`config.mk`:
```
export PLATFORM = sky130hd
export DESIGN_NAME = ifetch_mem_responder
export DESIGN_NICKNAME = d
export VERILOG_FILES = /design/src/rtl/fetch_pkg.sv /design/src/rtl/ifetch_mem_responder.sv
export SDC_FILE = /design/constraint.sdc
export NUM_CORES = 1
export LEC_CHECK = 0
export BUFFER_PORTS_ARGS = -buffer_cell sky130_fd_sc_hd__clkbuf_2
export CORE_ASPECT_RATIO = 0.9
export CORE_MARGIN = 2
export CORE_UTILIZATION = 49
export DETAILED_ROUTE_END_ITERATION = 10
export HOLD_SLACK_MARGIN = 0.1
export PLACE_DENSITY = 0.73
export SYNTH_ARGS = -nofsm -noshare
export SYNTH_HDL_FRONTEND = slang
export SYNTH_SLANG_ARGS = --single-unit
```
`constraint.sdc`:
```
create_clock -name clk -period 2.7 [get_ports clk]
set_clock_uncertainty 0.15 [all_clocks]
set_input_delay 0 -clock clk [delete_from_list [all_inputs] [get_ports clk]]
set_output_delay 0 -clock clk [all_outputs]
set_load 0.05 [all_outputs]
```
`src/rtl/fetch_pkg.sv`:
```
// fetch_pkg: shared states and constants for the instruction fetch responder.
package fetch_pkg;
  typedef enum logic [2:0] {
    IDLE,
    WAIT,
    B0,
    B1,
    B2,
    B3,
    B4,
    RESP
  } fetch_state_t;
  localparam logic [1:0]  INSN_LEN32_TAG = 2'b11;
  localparam logic [15:0] RVC_UPPER_FILL = 16'h0;
endpackage

```
`src/rtl/ifetch_mem_responder.sv`:
```
// ifetch_mem_responder: fetches a 2- or 4-byte instruction over the byte RAM port for the icache.
module ifetch_mem_responder
  import fetch_pkg::*;
#(
  parameter int ADDR_W = 18
) (
  input  logic              clk,
  input  logic              rst,
  input  logic              ic_asking,
  input  logic [31:0]       ic_addr,
  input  logic              flush,
  input  logic              lsb_mem_busy,
  input  logic [7:0]        mem_din,
  output logic [ADDR_W-1:0] mem_a,
  output logic              mem_rd,
  output logic              ic_busy,
  output logic [31:0]       data,
  output logic              data_ready
);
  fetch_state_t      state_q;
  logic [ADDR_W-1:0] addr_q, mem_a_q;
  logic [7:0]        b0_q, b1_q, b2_q;
  logic [31:0]       data_q;
  logic              mem_rd_q, ic_busy_q, data_ready_q;
  logic              unused_addr_hi;
  assign unused_addr_hi = &{1'b0, ic_addr[31:ADDR_W]};
  assign mem_a      = mem_a_q;
  assign mem_rd     = mem_rd_q;
  assign ic_busy    = ic_busy_q;
  assign data       = data_q;
  assign data_ready = data_ready_q;
  // Each byte arrives one cycle after its address, so captures trail issues by one state.
  always_ff @(posedge clk) begin
    if (rst) begin
      state_q      <= IDLE;
      addr_q       <= '0;
      mem_a_q      <= '0;
      mem_rd_q     <= 1'b0;
      ic_busy_q    <= 1'b0;
      data_q       <= '0;
      data_ready_q <= 1'b0;
      b0_q         <= '0;
      b1_q         <= '0;
      b2_q         <= '0;
    end else if (flush) begin
      state_q      <= IDLE;
      mem_rd_q     <= 1'b0;
      ic_busy_q    <= 1'b0;
      data_ready_q <= 1'b0;
    end else begin
      case (state_q)
        IDLE: if (ic_asking) begin
          addr_q    <= ic_addr[ADDR_W-1:0];
          ic_busy_q <= 1'b1;
          if (lsb_mem_busy) state_q <= WAIT;
          else begin
            mem_a_q  <= ic_addr[ADDR_W-1:0];
            mem_rd_q <= 1'b1;
            state_q  <= B0;
          end
        end
        WAIT: if (!lsb_mem_busy) begin
          mem_a_q  <= addr_q;
          mem_rd_q <= 1'b1;
          state_q  <= B0;
        end
        B0: begin
          mem_a_q <= addr_q + ADDR_W'(1);
          state_q <= B1;
        end
        B1: begin
          b0_q    <= mem_din;
          mem_a_q <= addr_q + ADDR_W'(2);
          state_q <= B2;
        end
        B2: begin
          b1_q <= mem_din;
          if (b0_q[1:0] != INSN_LEN32_TAG) begin
            data_q       <= {RVC_UPPER_FILL, mem_din, b0_q};
            data_ready_q <= 1'b1;
            mem_rd_q     <= 1'b0;
            state_q      <= RESP;
          end else begin
            mem_a_q <= addr_q + ADDR_W'(3);
            state_q <= B3;
          end
        end
        B3: begin
          b2_q     <= mem_din;
          mem_rd_q <= 1'b0;
          state_q  <= B4;
        end
        B4: begin
          data_q       <= {mem_din, b2_q, b1_q, b0_q};
          data_ready_q <= 1'b1;
          state_q      <= RESP;
        end
        RESP: begin
          data_ready_q <= 1'b0;
          ic_busy_q    <= 1'b0;
          state_q      <= IDLE;
        end
        default: state_q <= IDLE;
      endcase
    end
  end
endmodule
```
==> results.md, run 1 <==
- Root buffer cell: clkbuf_8
- Synth-to-Final Area Change: 25.2%
- Placed inst area: 5220 um2
- Fin area: 5830 um2
- Yosys cell types: 65
- Synth top cells by count: 98 x dfxtp_1, 76 x nor2_1, 73 x nand2_1
- Die W: 107 um
- FF+latch count, synth: 98
- Synthesized area per cell: 8.40 um2
- Max Fclk: 0.392 GHz
- Setup ws final: 0.152 ns
- Syn Std Cell Area: 4650 um2
- Post-synthesis sequential area ratio: 42.2%
- DRT Pass-1 Iters: 6
- Die height: 96.5 um
- Post-route minimum period: 2.55 ns
- Pin count of the biggest net entering global routing: 57
- Drt wl/cell: 16.9 um
- CTS tree: yes
- Static leakage: 0.00224 uW
- Initial cell density of the core: 50.8%
- Postcts setup bufs: 0
- Vias/cell: 5.81
- Starting DRC count in detailed routing: 423
- Cells after synthesis: 554
- Clock buffer depth: 2
- GRT Resource Usage Total: 26.2%
- I/O pin total: 98
- Cell taking the most area after synthesis: dfxtp_1
- DR vias: 4607
- CTS buffer count: 9
- RSZ-0062 raised after global routing: false
- Slew Limit Fails: 0
- Die area: 10300 um2
- Clock sink total: 98
- Skew-Pair Late Insertion Delay: 0.37 ns
- Setup TNS Final: 0 ns
- Area of the multi-input gates: 2530 um2
- DP Wirelength: 9230 um
- Worst VDD drop: 309 uV
- Pre-CTS WS: 0.176 ns
- Routability cong.: 0.963
- Ranking of synthesized cells by area: dfxtp_1 42%, mux2i_1 7.3%, nor2_1 6.1%, nand2_1 5.9%, a21oi_1 5.1%
- Most frequent cell after synthesis: dfxtp_1
- YS warnings: 0
- Drc violations: 0
- CP arrival: 2.69 ns
- Type of the tightest min-delay check: in2reg
- CTS H-tree depth: 3
- Worst slew margin: 43.4%
- Final net count: 713
- Num rows: 33
- Power per cell area: 499 nW/um2
- Async S/R FF share, synth: 0%
- Crit path max fanout: 5
- First-pass GRT wire length: 21100 um
- Fill count: 802
- Vias in the first global route: 4275
- Final setup violation count: 0
- WP data required: 2.84 ns
- Syn nets: 601
- EDFF count, synth: 0
- Synth Flop Type: dfxtp_1
- PortBufs: 83
- Grt ovf: 0
- Final ANT Viol Nets: 0
- Status: completed
- Share of layout cells above drive strength 1: 20.4%
- Core area: 9170 um2
- Worst-Margin Slew: 0.844 ns
- Sequential cell area: 1960 um2
- Post-synth top area share: 42.2%
- Final hold vios: 0
- Hold_sp: ic_addr[9]
- Reg2reg start: state_q[0]
- Initial antenna violation count: 0
- Antenna fix cells: 0
- # Max-Cap Violations: 0
- Startpoint types: flop
- Worst Setup End Kind: flop
- CP startpoint: state_q[0]
- CTS clk-pin slew, worst paths: 0.10 ns
- Final wirelength: 13400 um
- Final period util: 94.4%
- CP Class: reg2reg
==> routing by layer <==
metal / global-route usage (%) / vias to the layer above / part of all wire (%)
met4: 10.1 / 0 / 2.1
li1: - / 2212 / -
met3: 6.71 / 28 / 8.9
met1: 36.5 / 2163 / 46
met5: 0 / - / 0
met2: 38.9 / 204 / 44
==> path summary, 6_finish.rpt <==
check	to	slack [ns]	cells after the start
max	mem_a[4]	0.15	9
min	addr_q[9]	0.29	4
min reg2reg	data[6]	0.30	2
max reg2reg	mem_a[4]	0.15	9
==> where the power goes <==
part | internal, uW | switching, uW
sequential | 1480 | 37.7
clock | 441 | 548
combinational | 151 | 249
==> area by class of cell <==
| type | count | area share, % |
|---|---|---|
| Clock buffer | 10 | 2.19 |
| Sequential cell | 98 | 33.7 |
| Tap cell | 122 | 2.62 |
| Inverter | 7 | 0.451 |
| Timing Repair Buffer | 141 | 16.3 |
| Multi-Input combinational cell | 409 | 43.5 |
| Clock inverter | 6 | 1.25 |
==> critical path, cell delays in order (launching register included) <==
cell,delay (ns)
dfxtp_1,0.32
or3b_1,0.41
xnor2_1,0.17
ha_2,0.24
nor2_1,0.07
or3_1,0.40
a21oi_2,0.18
buf_4,0.17
mux2i_1,0.08
a311oi_1,0.29
==> stage by stage <==
step	hold slack [ns]	power, uW	utilization [%]	std cells
floorplan	-0.0173	1780	-	554
global placement	0.0892	1890	56.9	738
detailed placement	0.0968	1900	56.9	738
CTS	0.286	2900	63.3	793
global route	0.311	3000	63.6	793
finish	0.290	2910	63.6	793
==> layout by cell type (no fill, tap or decap), types with 12 or more instances in the layout <==
cell           synthesis  final
mux2i_1               34     34
buf_4                  1     18
nor2_1                76     76
a211oi_1              14     14
dlygate4sd3_1          0     39
nand2_1               73     73
clkbuf_2               0     83
o21ai_0               15     15
a22o_1                12     12
a21oi_1               47     46
dfxtp_1               98     97
==> logic make-up after synthesis <==
group	Yosys count	synth area share, %
AND/OR/NAND/NOR	213	21.0
AO/OA/AOI/OAI	145	21.8
flip-flops	98	42.2
buffers and inverters	47	4.22
multiplexers	36	7.80
XOR/XNOR	13	2.45
adder cells (fa/ha/maj)	2	0.538
==> flip-flops by register name (all words and copies together), names as in the netlist <==
register    count
mem_a          18
data_ready      1
ic_busy         1
data           32
addr_q         18
state_q         3
b0_q            8
mem_rd          1
b1_q            8
b2_q            8
==> what timing repair did <==
action | CTS | global route
hold endpoints to repair | 88 | 0
endpoints found under the setup margin | 0 | 12
resized for setup | 0 | 6
hold buffers | 39 | 0
Power figures use the tool's default switching activity.
==> run 2: changes to the inputs <==
--- a/config.mk
+++ b/config.mk
@@ -6,12 +6,14 @@
 export NUM_CORES = 1
 export LEC_CHECK = 0
 export BUFFER_PORTS_ARGS = -buffer_cell sky130_fd_sc_hd__clkbuf_2
+export CELL_PAD_IN_SITES_DETAIL_PLACEMENT = 0
+export CELL_PAD_IN_SITES_GLOBAL_PLACEMENT = 1
 export CORE_ASPECT_RATIO = 0.9
 export CORE_MARGIN = 2
-export CORE_UTILIZATION = 49
+export CORE_UTILIZATION = 36
 export DETAILED_ROUTE_END_ITERATION = 10
 export HOLD_SLACK_MARGIN = 0.1
-export PLACE_DENSITY = 0.73
+export PLACE_DENSITY = 0.72
 export SYNTH_ARGS = -nofsm -noshare
 export SYNTH_HDL_FRONTEND = slang
 export SYNTH_SLANG_ARGS = --single-unit
==> results.md, run 2 (synthesis gave the netlist of run 1 again) <==
- Status: completed (unchanged)
- CP arrival: 2.68 ns (was 2.69 ns)
- Clock sink total: 98 (unchanged)
- CTS buffer count: 9 (unchanged)
- CP Cell Sequence: or3b_1, xnor2_1, ha_2, nor2_1, or3_1, a21oi_2, buf_4, mux2i_1, a311oi_1 (unchanged)
- Final setup violation count: 0 (unchanged)
- Final net count: 713 (unchanged)
- Vias/cell: 5.40 (was 5.81)
- CTS tree: yes (unchanged)
- Num rows: 39 (was 33)
- Commonest non-fill, non-tap cells in the layout: 98 x dfxtp_1, 83 x clkbuf_2, 76 x nor2_1, 73 x nand2_1, 46 x a21oi_1 (was 97 x dfxtp_1, 83 x clkbuf_2, 76 x nor2_1, 73 x nand2_1, 46 x a21oi_1)
- Worst-Margin Slew: 0.831 ns (was 0.844 ns)
- First-pass GRT wire length: 22400 um (was 21100 um)
- Core area: 12600 um2 (was 9170 um2)
- GRT Resource Usage Total: 20.7% (was 26.2%)
- Power share of the combinational group: 12.3% (was 13.8%)
- Die height: 112 um (was 96.5 um)
- Reg2reg start: state_q[0] (unchanged)
- Hold WS: 0.279 ns (was 0.290 ns)
- R2R cell count: 9 (unchanged)
- Drc violations: 0 (unchanged)
- Sw frac: 28.9% (was 28.7%)
- Synth-to-Final Area Change: 28.4% (was 25.2%)
- CTS H-tree depth: 3 (unchanged)
- Static leakage: 0.00229 uW (was 0.00224 uW)
- Grt ovf: 0 (unchanged)
- WHS Path Cells: 4 (unchanged)
- Root buffer cell: clkbuf_16 (was clkbuf_8)
- Worst path max stage delay: 0.41 ns (about the same)
- CP Class: reg2reg (unchanged)
- Starting DRC count in detailed routing: 350 (was 423)
- Final ANT Viol Nets: 0 (unchanged)
- Crit-path leading delay family: simple AND/OR/NAND/NOR gates (unchanged)
- Type of the tightest min-delay check: in2reg (unchanged)
- Buf/Inv on CP: 1 (unchanged)
- Clock buffer depth: 2 (unchanged)
- Pre-CTS WS: 0.103 ns (was 0.176 ns)
- Vias in the first global route: 4256 (was 4275)
- Worst VDD drop: 318 uV (was 309 uV)
- Antenna fix cells: 0 (unchanged)
- Crit path max fanout: 5 (unchanged)
- Setup ws final: 0.148 ns (was 0.152 ns)
- Hold_sp: ic_addr[11] (was ic_addr[9])
- Drt wl/cell: 16.6 um (was 16.9 um)
- Pin count of the biggest net entering global routing: 43 (was 57)
- Final hold vios: 0 (unchanged)
- Skew-Pair Late Insertion Delay: 0.36 ns (was 0.37 ns)
- Final total power: 3220 uW (was 2910 uW)
- Die W: 124 um (was 107 um)
- Post-route minimum period: 2.55 ns (about the same)
- Most common cell after layout, fill and taps aside: dfxtp_1 (unchanged)
- WHS Endpoint: addr_q[11] (was addr_q[9])
- DR vias: 4508 (was 4607)
- Die area: 13900 um2 (was 10300 um2)
- P_int: 2290 uW (was 2070 uW)
- R2r setup slk: 0.15 ns (about the same)
- Share of layout cells above drive strength 1: 21.6% (was 20.4%)
- Startpoint types: flop (unchanged)
- R2R Path End: mem_a[4] (unchanged)
- Routability cong.: 0.857 (was 0.963)
- Number of flip-flops in the largest register: 32 (unchanged)
- P_sw: 930 uW (was 835 uW)
- CTS clk-pin slew, worst paths: 0.08 ns (was 0.10 ns)
- Initial antenna violation count: 0 (unchanged)
- CP startpoint: state_q[0] (unchanged)
- Final wirelength: 13900 um (was 13400 um)
- Initial cell density of the core: 36.8% (was 50.8%)
- # Max-Cap Violations: 0 (unchanged)
- Power per cell area: 539 nW/um2 (was 499 nW/um2)
- I/O pin total: 98 (unchanged)
- Clk network pwr share: 40.6% (was 34.0%)
- Worst slew margin: 44.2% (was 43.4%)
- Slowest CP cell: or3_1 (was or3b_1)
- PortBufs: 83 (unchanged)
- DP Wirelength: 9660 um (was 9230 um)
- Worst Setup End Kind: flop (unchanged)
- Flop pwr share: 47.1% (was 52.2%)
- DRT Pass-1 Iters: 5 (was 6)
- Final period util: 94.5% (was 94.4%)
- Max Fclk: 0.392 GHz (about the same)
- Postcts setup bufs: 0 (unchanged)
- Slew Limit Fails: 0 (unchanged)
- WP data required: 2.82 ns (was 2.84 ns)
## run 2: layout make-up
| cell class | count | area (um2) |
|---|---|---|
| Clock buffer | 9 | 225 |
| Clock inverter | 7 | 78.8 |
| Fill cell | 1258 | 6660 |
| Inverter | 7 | 26.3 |
| Multi-Input combinational cell | 409 | 2540 |
| Sequential cell | 98 | 1960 |
| Tap cell | 164 | 205 |
| Timing Repair Buffer | 141 | 935 |
## run 2: worst min-delay path: stages
cell           delay (ns)
dlygate4sd3_1        0.52
clkbuf_2             0.11
a21oi_1              0.05
nor2_1               0.07
## run 2: per-layer routing
layer,vias up,share of wire (%),GRT usage (%)
li1,2218,-,-
met1,2128,50,31.4
met2,152,42,28.9
met3,10,6.4,5.28
met4,0,0.89,5.45
met5,-,0,0
## run 2: how the worst max path moves through the flow
stage	slack (ns)	end	cells past startpoint
after floorplan	0.17	mem_a[10]	9
after global placement	0.13	mem_a[12]	9
after detailed placement	0.10	mem_a[4]	9
after CTS	0.02	addr_q[7]	7
after global routing	-0.02	mem_a[10]	8
final	0.15	mem_a[4]	9
## run 2: power by group through the flow
stage,registers (uW),clock network (uW),logic [uW]
2_1_floorplan,1600,0,178
3_3_place_gp,1550,0,352
3_5_place_dp,1550,0,355
4_1_cts,1510,1330,393
5_1_grt,1520,1390,431
6_report,1520,1310,396
## run 2: what timing repair did
item / CTS / global route
hold endpoints to repair: 82 / 0
resized for setup: 0 / 8
hold buffers: 32 / 0
setup endpoints to repair: 0 / 10
## run 2: metrics by stage
step | std cells | setup TNS (ns) | cell area [um2] | util (%)
3_3_place_gp | 787 | 0 | 5320 | 42.1
6_report | 835 | 0 | 5970 | 47.3
5_1_grt | 835 | -0.0344 | 5970 | 47.3
2_1_floorplan | 554 | 0 | 4650 | -
4_1_cts | 835 | 0 | 5940 | 47.0
3_5_place_dp | 787 | 0 | 5320 | 42.1
==> run 3: changes to the inputs <==
--- a/config.mk
+++ b/config.mk
@@ -8,12 +8,11 @@
 export BUFFER_PORTS_ARGS = -buffer_cell sky130_fd_sc_hd__clkbuf_2
 export CELL_PAD_IN_SITES_DETAIL_PLACEMENT = 0
 export CELL_PAD_IN_SITES_GLOBAL_PLACEMENT = 1
-export CORE_ASPECT_RATIO = 0.9
 export CORE_MARGIN = 2
-export CORE_UTILIZATION = 36
+export CORE_UTILIZATION = 40
 export DETAILED_ROUTE_END_ITERATION = 10
 export HOLD_SLACK_MARGIN = 0.1
-export PLACE_DENSITY = 0.72
+export PLACE_DENSITY = 0.76
 export SYNTH_ARGS = -nofsm -noshare
 export SYNTH_HDL_FRONTEND = slang
 export SYNTH_SLANG_ARGS = --single-unit
==> constraint.sdc (replaced) <==
create_clock -name clk -period 2.8 [get_ports clk]
set_clock_uncertainty 0.15 [all_clocks]
set_input_delay 0 -clock clk [delete_from_list [all_inputs] [get_ports clk]]
set_output_delay 0 -clock clk [all_outputs]
set_load 0.05 [all_outputs]
==> results.md, run 3 (synthesis gave the netlist of run 1 again) <==
- Share of layout cells above drive strength 1: 20.7% (was 21.6%)
- P_sw: 844 uW (was 930 uW)
- Synth-to-Final Area Change: 26.1% (was 28.4%)
- Worst VDD drop: 338 uV (was 318 uV)
- Final wirelength: 13600 um (was 13900 um)
- WHS Path Cells: 4 (unchanged)
- GRT Resource Usage Total: 22.2% (was 20.7%)
- Static leakage: 0.00224 uW (was 0.00229 uW)
- Initial antenna violation count: 0 (unchanged)
- Drc violations: 0 (unchanged)
- Final period util: 92.0% (was 94.5%)
- Drt wl/cell: 16.8 um (was 16.6 um)
- Flop pwr share: 48.4% (was 47.1%)
- Clock sink total: 98 (unchanged)
- Type of the tightest min-delay check: in2reg (unchanged)
- Slew Limit Fails: 0 (unchanged)
- DR vias: 4473 (was 4508)
- Number of flip-flops in the largest register: 32 (unchanged)
- Vias/cell: 5.53 (was 5.40)
- Grt ovf: 0 (unchanged)
- CP arrival: 2.64 ns (was 2.68 ns)
- Pin count of the biggest net entering global routing: 40 (was 43)
- Initial cell density of the core: 40.9% (was 36.8%)
- Num rows: 39 (unchanged)
- Sw frac: 27.9% (was 28.9%)
- PortBufs: 83 (unchanged)
- Final setup violation count: 0 (unchanged)
- RSZ-0062 raised after global routing: false
- Status: completed (unchanged)
- R2R cell count: 8 (was 9)
- # Max-Cap Violations: 0 (unchanged)
- Max Fclk: 0.388 GHz (was 0.392 GHz)
- Final core occ: 51.6% (was 47.3%)
- Post-route minimum period: 2.58 ns (was 2.55 ns)
- DRT Pass-1 Iters: 5 (unchanged)
- Antenna fix cells: 0 (unchanged)
- Setup TNS Final: 0 ns (unchanged)
- Routability cong.: 0.873 (was 0.857)
- CP Class: reg2reg (unchanged)
- Die W: 112 um (was 124 um)
- Worst slew margin: 32.2% (was 44.2%)
- First-pass GRT wire length: 22200 um (was 22400 um)
- Crit path max fanout: 5 (unchanged)
- Starting DRC count in detailed routing: 252 (was 350)
- Final hold vios: 0 (unchanged)
- Worst-Margin Slew: 1.01 ns (was 0.831 ns)
- Vias in the first global route: 4319 (was 4256)
- Skew-Pair Late Insertion Delay: 0.35 ns (was 0.36 ns)
- Clock buffer depth: 2 (unchanged)
- CTS H-tree depth: 3 (unchanged)
- Postcts setup bufs: 0 (unchanged)
- CTS tree: yes (unchanged)
- CTS clk-pin slew, worst paths: 0.07 ns (was 0.08 ns)
- CTS buffer count: 9 (unchanged)
- Most common cell after layout, fill and taps aside: dfxtp_1 (unchanged)
- DP Wirelength: 9700 um (was 9660 um)
- Die height: 112 um (unchanged)
- Final ANT Viol Nets: 0 (unchanged)
- I/O pin total: 98 (unchanged)
- Startpoint types: flop (unchanged)
- Commonest non-fill, non-tap cells in the layout: 98 x dfxtp_1, 83 x clkbuf_2, 76 x nor2_1, 73 x nand2_1, 46 x a21oi_1 (unchanged)
- Worst Setup End Kind: flop (unchanged)
- WP data required: 2.87 ns (was 2.82 ns)
- Final net count: 709 (was 713)
- Power per cell area: 515 nW/um2 (was 539 nW/um2)
- Die area: 12500 um2 (was 13900 um2)
- Root buffer cell: clkbuf_16 (unchanged)
- Core area: 11400 um2 (was 12600 um2)
- P_int: 2180 uW (was 2290 uW)
- Clk network pwr share: 39.2% (was 40.6%)
- Power share of the combinational group: 12.3% (about the same)
[run 3: critical path, cell delays in order (launching register included)]
cell       delay (ns)
dfxtp_1          0.31
or3b_1           0.41
xnor2_1          0.16
ha_1             0.25
nor2_1           0.07
or3_1            0.37
a21oi_2          0.26
a211oi_1         0.11
a2111oi_0        0.37
[run 3: what timing repair did]
| action | CTS | global route |
|---|---|---|
| hold endpoints to repair | 78 | 0 |
| setup endpoints to repair | 0 | 3 |
| resized for setup | 0 | 3 |
| hold buffers | 32 | 0 |
[run 3: path summary, 6_finish.rpt]
check | to | slack (ns) | startpoint
setup / recovery | mem_a[10] | 0.22 | state_q[0]
setup reg to reg | mem_a[10] | 0.22 | state_q[0]
hold reg to reg | data[7] | 0.30 | b0_q[7]
hold / removal | addr_q[8] | 0.30 | ic_addr[8]
[run 3: cell type report]
class | count | area [um2]
multi-input combinational | 409 | 2530
clock buffer | 9 | 225
fill | 1125 | 5500
sequential | 98 | 1960
tap | 143 | 179
inverter | 7 | 26.3
timing repair buffer | 137 | 901
clock inverter | 6 | 51.3
[run 3: metrics by stage]
step           instance area [um2]  hold slack, ns  total power [uW]  setup WS (ns)  cells
5_1_grt                       5870           0.322              3140         0.0528    809
3_3_place_gp                  5260          0.0968              1830          0.231    762
3_5_place_dp                  5260           0.110              1830          0.143    762
2_1_floorplan                 4650         -0.0173              1710          0.274    554
6_report                      5870           0.298              3020          0.225    809
4_1_cts                       5860           0.288              3050          0.126    809
[run 3: power by group through the flow]
stage,Clock [uW],Combinational (uW),Sequential [uW]
after floorplan,0,171,1540
after global placement,0,334,1490
after detailed placement,0,337,1500
after CTS,1210,373,1460
after global routing,1270,404,1470
final,1190,372,1460
[run 3: layer usage]
metal  part of all wire, %  global-route usage (%)
met5                     0                       0
met4                   2.0                    9.14
met3                   4.9                    4.52
met2                    49                    38.1
met1                    44                    27.3
